===== config.mk =====
export PLATFORM = sky130hd
export DESIGN_NAME = display_mode_ctrl
export DESIGN_NICKNAME = d
export VERILOG_FILES = /design/src/rtl/display_ctrl_pkg.sv /design/src/rtl/edit_field.sv /design/src/rtl/gen_counter.sv /design/src/rtl/display_mode_ctrl.sv
export SDC_FILE = /design/constraint.sdc
export NUM_CORES = 1
export LEC_CHECK = 0
export ABC_AREA = 1
export ABC_CLOCK_PERIOD_IN_PS = 1700
export CAP_MARGIN = 20
export CORE_ASPECT_RATIO = 1.4
export CORE_MARGIN = 5
export CORE_UTILIZATION = 42
export CTS_CLUSTER_SIZE = 25
export DETAILED_ROUTE_END_ITERATION = 12
export PLACE_DENSITY = 0.76
export SLEW_MARGIN = 25
export SYNTH_ARGS = -nofsm -noshare
export SYNTH_HDL_FRONTEND = slang
export SYNTH_SLANG_ARGS = --single-unit

===== constraint.sdc =====
create_clock -name clk -period 1.7 [get_ports clk]
set_input_delay 0.34 -clock clk [delete_from_list [all_inputs] [get_ports clk]]
set_output_delay 0.34 -clock clk [all_outputs]
set_load 0.01 [all_outputs]

===== src/rtl/display_ctrl_pkg.sv =====
`default_nettype none
// ============================================================================
// Module      : display_ctrl_pkg
// Description : Shared state encoding, field limits and edit-target codes for
//               the display mode controller.
// Revision    : 1.0 - initial release
// ============================================================================
package display_ctrl_pkg;

   typedef enum logic [1:0] {
      S_TIME   = 2'd0,
      S_ALARM  = 2'd1,
      S_EDIT_H = 2'd2,
      S_EDIT_M = 2'd3
   } state_t;

   localparam logic [7:0] HOUR_MAX  = 8'd23;
   localparam logic [7:0] MIN_MAX   = 8'd59;

   localparam logic       TGT_TIME  = 1'b0;
   localparam logic       TGT_ALARM = 1'b1;

endpackage : display_ctrl_pkg
`default_nettype wire


===== src/rtl/edit_field.sv =====
`default_nettype none
// ============================================================================
// Module      : edit_field
// Description : 8-bit edit register with load, wrapping increment and
//               wrapping decrement over 0..MAX.
// Revision    : 1.0 - initial release
// ============================================================================
module edit_field #(
   parameter logic [7:0] MAX = 8'd59
) (
   input  logic       clk,
   input  logic       rst,
   input  logic       load,
   input  logic [7:0] load_val,
   input  logic       up,
   input  logic       down,
   output logic [7:0] value
);

   logic [7:0] value_q;
   logic [7:0] value_d;

   assign value = value_q;

   // Load wins; an out-of-range loaded value is pulled back into 0..MAX by
   // the first up (to 0) or down (to MAX).
   always_comb begin
      value_d = value_q;
      if (load) begin
         value_d = load_val;
      end else if (up) begin
         value_d = (value_q >= MAX) ? 8'd0 : value_q + 8'd1;
      end else if (down) begin
         value_d = ((value_q == 8'd0) || (value_q > MAX)) ? MAX : value_q - 8'd1;
      end
   end

   // Field register.
   always_ff @(posedge clk) begin
      if (rst) begin
         value_q <= 8'd0;
      end else begin
         value_q <= value_d;
      end
   end

endmodule : edit_field
`default_nettype wire


===== src/rtl/gen_counter.sv =====
`default_nettype none
// ============================================================================
// Module      : gen_counter
// Description : Generic free-running counter 0..MAX_VAL with synchronous
//               clear and a terminal-count (wrap) flag.
// Revision    : 1.0 - initial release
// ============================================================================
module gen_counter #(
   parameter int BITS    = 26,
   parameter int MAX_VAL = 49_999_999
) (
   input  logic            clk,
   input  logic            rst,
   input  logic            clr,
   input  logic            en,
   output logic [BITS-1:0] count,
   output logic            wrap
);

   localparam logic [BITS-1:0] c_max = BITS'(MAX_VAL);

   logic [BITS-1:0] count_q;
   logic [BITS-1:0] count_d;

   // A clear overrides a wrap so the caller never sees both in one cycle.
   assign wrap  = en && !clr && (count_q == c_max);
   assign count = count_q;

   // Next count: clear, wrap to zero, or increment when enabled.
   always_comb begin
      count_d = count_q;
      if (clr) begin
         count_d = '0;
      end else if (wrap) begin
         count_d = '0;
      end else if (en) begin
         count_d = count_q + 1'b1;
      end
   end

   // Count register.
   always_ff @(posedge clk) begin
      if (rst) begin
         count_q <= '0;
      end else begin
         count_q <= count_d;
      end
   end

endmodule : gen_counter
`default_nettype wire


===== src/rtl/display_mode_ctrl.sv =====
`default_nettype none
// ============================================================================
// Module      : display_mode_ctrl
// Description : Chooses time / alarm / edit-buffer view for the display,
//               runs the set-mode FSM, blinks the edited field and issues
//               one-cycle commit strobes.
// Revision    : 1.0 - initial release
// ============================================================================
module display_mode_ctrl
   import display_ctrl_pkg::*;
#(
   parameter int BLINK_MAX   = 49_999_999,
   parameter int IDLE_HALVES = 20,
   parameter int CNT_W       = 26
) (
   input  logic        clk,
   input  logic        rst,
   input  logic        btn_mode,
   input  logic        btn_set,
   input  logic        btn_up,
   input  logic        btn_down,
   input  logic [7:0]  time_hh,
   input  logic [7:0]  time_mm,
   input  logic [7:0]  alarm_hh,
   input  logic [7:0]  alarm_mm,
   output logic [15:0] disp_word,
   output logic [3:0]  disp_blank,
   output logic [7:0]  wr_hh,
   output logic [7:0]  wr_mm,
   output logic        time_wr,
   output logic        alarm_wr,
   output logic        view_alarm,
   output logic        editing
);

   localparam int              IDLE_W      = $clog2(IDLE_HALVES + 1);
   localparam logic [IDLE_W-1:0] c_idle_last = IDLE_W'(IDLE_HALVES - 1);

   state_t            state_q, state_d;
   logic              tgt_q, tgt_d;
   logic              phase_q, phase_d;
   logic [IDLE_W-1:0] idle_q, idle_d;
   logic [7:0]        wr_hh_q, wr_hh_d;
   logic [7:0]        wr_mm_q, wr_mm_d;
   logic              time_wr_q, time_wr_d;
   logic              alarm_wr_q, alarm_wr_d;

   logic              w_any_btn;
   logic              w_act_set, w_act_mode, w_act_up, w_act_down;
   logic              w_wrap, w_timeout, w_load;
   logic [CNT_W-1:0]  w_blink_cnt;
   logic [7:0]        edit_hh, edit_mm;

   // Priority set > mode > up > down; up together with down cancels out.
   assign w_any_btn  = btn_set | btn_mode | btn_up | btn_down;
   assign w_act_set  = btn_set;
   assign w_act_mode = btn_mode & ~btn_set;
   assign w_act_up   = btn_up & ~btn_down & ~btn_set & ~btn_mode;
   assign w_act_down = btn_down & ~btn_up & ~btn_set & ~btn_mode;

   // Wrap is already suppressed by a press, so a press always beats timeout.
   assign w_timeout  = w_wrap && (idle_q == c_idle_last) && (state_q != S_TIME);
   assign w_load     = w_act_set && ((state_q == S_TIME) || (state_q == S_ALARM));

   gen_counter #(
      .BITS    (CNT_W),
      .MAX_VAL (BLINK_MAX)
   ) u_blink_cnt (
      .clk   (clk),
      .rst   (rst),
      .clr   (w_any_btn),
      .en    (1'b1),
      .count (w_blink_cnt),
      .wrap  (w_wrap)
   );

   edit_field #(.MAX(HOUR_MAX)) u_edit_hh (
      .clk      (clk),
      .rst      (rst),
      .load     (w_load),
      .load_val ((state_q == S_ALARM) ? alarm_hh : time_hh),
      .up       (w_act_up   && (state_q == S_EDIT_H)),
      .down     (w_act_down && (state_q == S_EDIT_H)),
      .value    (edit_hh)
   );

   edit_field #(.MAX(MIN_MAX)) u_edit_mm (
      .clk      (clk),
      .rst      (rst),
      .load     (w_load),
      .load_val ((state_q == S_ALARM) ? alarm_mm : time_mm),
      .up       (w_act_up   && (state_q == S_EDIT_M)),
      .down     (w_act_down && (state_q == S_EDIT_M)),
      .value    (edit_mm)
   );

   // Set-mode FSM: view switching, edit entry, abort and commit.
   always_comb begin
      state_d    = state_q;
      tgt_d      = tgt_q;
      wr_hh_d    = wr_hh_q;
      wr_mm_d    = wr_mm_q;
      time_wr_d  = 1'b0;
      alarm_wr_d = 1'b0;
      case (state_q)
         S_TIME: begin
            if (w_act_set) begin
               tgt_d   = TGT_TIME;
               state_d = S_EDIT_H;
            end else if (w_act_mode) begin
               state_d = S_ALARM;
            end
         end
         S_ALARM: begin
            if (w_act_set) begin
               tgt_d   = TGT_ALARM;
               state_d = S_EDIT_H;
            end else if (w_act_mode || w_timeout) begin
               state_d = S_TIME;
            end
         end
         S_EDIT_H: begin
            if (w_act_set) begin
               state_d = S_EDIT_M;
            end else if (w_act_mode || w_timeout) begin
               state_d = (tgt_q == TGT_ALARM) ? S_ALARM : S_TIME;
            end
         end
         S_EDIT_M: begin
            if (w_act_set) begin
               wr_hh_d    = edit_hh;
               wr_mm_d    = edit_mm;
               time_wr_d  = (tgt_q == TGT_TIME);
               alarm_wr_d = (tgt_q == TGT_ALARM);
               state_d    = (tgt_q == TGT_ALARM) ? S_ALARM : S_TIME;
            end else if (w_act_mode || w_timeout) begin
               state_d = (tgt_q == TGT_ALARM) ? S_ALARM : S_TIME;
            end
         end
         default: state_d = S_TIME;
      endcase
   end

   // Blink phase and idle half-period count; a press restarts both.
   always_comb begin
      phase_d = phase_q;
      idle_d  = idle_q;
      if (w_any_btn) begin
         phase_d = 1'b1;
      end else if (w_wrap) begin
         phase_d = ~phase_q;
      end
      if (w_any_btn || (state_d != state_q)) begin
         idle_d = '0;
      end else if (w_wrap && (idle_q != c_idle_last)) begin
         idle_d = idle_q + 1'b1;
      end
   end

   // Controller state registers.
   always_ff @(posedge clk) begin
      if (rst) begin
         state_q    <= S_TIME;
         tgt_q      <= TGT_TIME;
         phase_q    <= 1'b1;
         idle_q     <= '0;
         wr_hh_q    <= 8'd0;
         wr_mm_q    <= 8'd0;
         time_wr_q  <= 1'b0;
         alarm_wr_q <= 1'b0;
      end else begin
         state_q    <= state_d;
         tgt_q      <= tgt_d;
         phase_q    <= phase_d;
         idle_q     <= idle_d;
         wr_hh_q    <= wr_hh_d;
         wr_mm_q    <= wr_mm_d;
         time_wr_q  <= time_wr_d;
         alarm_wr_q <= alarm_wr_d;
      end
   end

   // Display word and blank mask straight from registers.
   always_comb begin
      disp_word  = {time_hh, time_mm};
      disp_blank = 4'b0000;
      case (state_q)
         S_ALARM:  disp_word = {alarm_hh, alarm_mm};
         S_EDIT_H: begin
            disp_word  = {edit_hh, edit_mm};
            disp_blank = {~phase_q, ~phase_q, 2'b00};
         end
         S_EDIT_M: begin
            disp_word  = {edit_hh, edit_mm};
            disp_blank = {2'b00, ~phase_q, ~phase_q};
         end
         default: ;
      endcase
   end

   assign editing    = (state_q == S_EDIT_H) || (state_q == S_EDIT_M);
   assign view_alarm = (state_q == S_ALARM) || (editing && (tgt_q == TGT_ALARM));
   assign wr_hh      = wr_hh_q;
   assign wr_mm      = wr_mm_q;
   assign time_wr    = time_wr_q;
   assign alarm_wr   = alarm_wr_q;

endmodule : display_mode_ctrl
`default_nettype wire


==> flow_results.org, run 1 <==
** Layout
- Leaving out fill and tap cells, the most frequent cell in the layout is sky130_fd_sc_hd__nand2_1.
- Final core utilization :: 0.684
- Layout cells sized above 1 :: 0.360
- NumNets Final :: approximately 840
- The number of antenna diodes in the final layout is 0.
- The top cell types in the final layout, fill and taps aside, are sky130_fd_sc_hd__nand2_1 (97), sky130_fd_sc_hd__buf_4 (92), sky130_fd_sc_hd__inv_1 (61), sky130_fd_sc_hd__dfxtp_1 (61), sky130_fd_sc_hd__clkdlybuf4s50_1 (52).
- From synthesis to final layout, the design area changed by 59.4%.

** Synthesis
- Sequential share of the synthesized area :: 0.325
- Net count after synthesis :: ~670
- The Yosys step of the flow raised 0 warnings.
- The synthesized design contains a little under 70 register bits.
- In this run the cell area of the synthesized design comes to roughly 4200 um^2.
- Dividing the synthesized area by the synthesized cell count gives around 6.8 um^2.
- Number of cells produced by synthesis :: 622
- Number of distinct standard cells referenced by the synthesized netlist :: 45

** Floorplan
- Core region area :: slightly below 10000 um^2
- Boundary pin count :: a little under 80
- Starting utilization of the core area :: 0.429
- From left edge to right edge, the die measures 95.0 um.
- The die is roughly 130 um tall.
- Floorplan die area :: roughly 12000 um^2
- Number of rows in the core area :: 43

** Drt
- Routed signal wires occupy layers up through met4.
- Avg WL per Cell :: around 16 um
- Count of nets left with antenna violations after detail routing :: 0
- DRC violation total after the first TritonRoute iteration :: around 360
- DRC violations left :: 0
- The final route contains 5050 vias.
- In the detailed route, the total length drawn on met2 is between 8000 and 9000 um.
- Number of vias per cell :: roughly 5.4
- 1st-pass router iterations :: 7
- Length of routed met3 wiring :: between 900 and 1000 um
- DRT met1 WL :: 5500 um
- Wire length reported by the detailed router :: around 15000 um

** STA
- Fin crit period :: around 1700 ps
- Setup repair after global routing could not meet its margin everywhere.
- The number of max-slew violations in the final report was 0.
- Final setup violation count :: 15
- The worst pin sits at a relative slew slack of 0.739.
- At the pin with the least slew margin, the transition time is about 390 ps.
- On the final layout, the worst hold slack is 459 ps.
- Setup clock skew after layout :: about 4.7 ps
- Adding up every negative setup slack in the final design gives -373 ps.
- Peak Freq :: roughly 570 MHz
- The number of endpoints with negative hold slack in the final report came to 0.
- Final worst slack :: -49.9 ps
- Dividing the final minimum period by the clock period gives 1.03.

** Setup path
- CP Launch Point :: state_q[1]
- The critical path in this run is classified as flop to primary output.
- STA classifies the critical path startpoint as a flop.
- For the worst setup path, the data required time is about 1400 ps.
- For the worst setup path, the data arrival time is around 1400 ps.
- The worst setup path is captured at a primary output.
- Of all nets on the critical path, the largest fanout is 7.
- In this run the critical register-to-register path is launched from state_q[0].
- The setup check on the worst reg-to-reg path leaves a slack of 0 ps.

** Global routing
- After global routing the overflow that remains totals 0.
- Across every metal layer, demand over resource in global routing totals 0.233.
- The number of antenna violations at the first check in global routing is 0.
- Global-route wire length before repair :: around 23000 um
- The via count of the first global-routing pass came to just under 5000.
- Entering global routing, the biggest net connects 25 pins.

** Clock tree
- Post-CTS Hold Buffers :: 0
- Number of clock buffers inserted by TritonCTS :: 9
- The root buffer cell chosen for the clock tree is sky130_fd_sc_hd__clkbuf_16.
- After clock tree synthesis, the clock-pin slew on the worst setup and hold paths is 60 ps.
- The clock tree synthesis step divided the H-tree into 3 levels.
- TritonCTS built the clock tree.
- The clock net in this run drives a total of about 70 sinks.
- Clock network latency to the later pin of the worst-skew pair :: 330 ps
- The clock passes through at most 2 buffers.

** Run status
- Status :: complete, but fails checks
- The final reports fail on negative setup slack.

** Pwr
- IR Drop Worst-Case VDD :: about 0.00053 V
- In this run the static leakage power is about 2.9 nW.
- Dividing total power by cell area gives a power density of about 730 nW/um^2.
- Power comes to a little under 5 mW.

** Min path
- The path class of the tightest hold or removal check is flop to flop.
- The worst hold path begins at wr_mm[5].

** Placement
- Count of buffers from port buffering :: 77
- After legalization and detailed placement, the total HPWL measured roughly 11000 um.
- OpenSTA, run right after detailed placement, puts the worst setup slack at -408 ps.
- Global placement routability congestion :: 1.02

** Run
- Max-capacitance violation count :: 0
[logic make-up after synthesis]
logic type               synth area share
AND/OR/NAND/NOR                     0.340
buffers and inverters              0.0966
XOR/XNOR                           0.0309
adder cells (fa/ha/maj)            0.0236
flip-flops                          0.325
AO/OA/AOI/OAI                       0.183
[registers in the layout (all words and copies together) (netlist names)]
register / cells
alarm_wr: 1
idle_q: 5
phase_q: 1
state_q: 2
tgt_q: 1
time_wr: 1
u_blink_cnt.count: 26
u_edit_hh.value: 8
u_edit_mm.value: 8
wr_hh: 8
wr_mm: 8
[routing by layer]
layer | up-vias | track usage
met5 | - | 0
met3 | 47 | 0.0424
met2 | 215 | 0.445
met1 | 2354 | 0.245
met4 | 0 | 0.100
li1 | 2434 | -
[synthesized netlist by cell type (all sizes together)]
cell type  number  share of area
and3            1         0.0015
a21oi          54          0.064
a31oi           8          0.012
nand4          13          0.022
a31o            1         0.0021
ha              8          0.024
inv            79          0.070
nand3          56          0.077
o211ai          5         0.0088
xnor2           5          0.010
o22ai           1         0.0015
nor3b           6          0.014
or2             4         0.0059
nor3           16          0.021
xor2           10          0.021
o21ai          52          0.061
nor2           62          0.078
and2            1         0.0015
o31ai           1         0.0018
clkbuf          9         0.0079
nand2         128           0.11
o221ai         12          0.025
o21a            2         0.0035
dfxtp          69           0.33
buf            13          0.018
nand3b          1         0.0018
or3             1         0.0015
nand2b          1         0.0015
o21bai          2         0.0035
clkinv          1        0.00088
[report_power, final]
group	leakage [nW]	internal (mW)	switching, mW
registers	0.564	1.67	0.0480
logic	2.16	0.595	0.781
clock network	0.143	1.17	0.689
total	2.87	3.44	1.52
[worst paths after layout]
path                        end  cells after the start
max               disp_word[14]                      5
max reg2reg  u_edit_mm.value[3]                      9
min reg2reg            wr_mm[5]                      2
min                    wr_mm[5]                      2
[repair_timing]
item / in CTS / in global routing
setup buffers: 8 / 20
cloned: 2 / 1
resized for setup: 128 / 141
endpoints found under the setup margin: 45 / 53
pin swaps: 14 / 43
[critical path: stages (launching register included)]
cell                       delay [ps]
sky130_fd_sc_hd__dfxtp_4          380
sky130_fd_sc_hd__nor2_4           190
sky130_fd_sc_hd__buf_8            180
sky130_fd_sc_hd__nand2_2           60
sky130_fd_sc_hd__o211ai_1          90
sky130_fd_sc_hd__buf_2            170
[layout make-up]
class	instances	area [um^2]
Fill cell	797	3130
Timing Repair Buffer	184	1560
Inverter	80	315
Sequential cell	69	1400
Clock inverter	4	47.5
Tap cell	135	169
Timing Repair inverter	1	7.51
Multi-Input combinational cell	451	3040
Clock buffer	12	246
[through the flow]
stage,area (um^2),std cells
after floorplan,4250,622
after detailed placement,5710,893
after global routing,6770,936
final,6770,936
after global placement,5710,893
after CTS,6170,919
Power figures use the tool's default switching activity.
==> run 2, diff against run 1 <==
- SLEW_MARGIN: 25 -> 20
==> results of run 2 <==
Same layout as run 1: the final DEF is identical, and so are final timing and power.
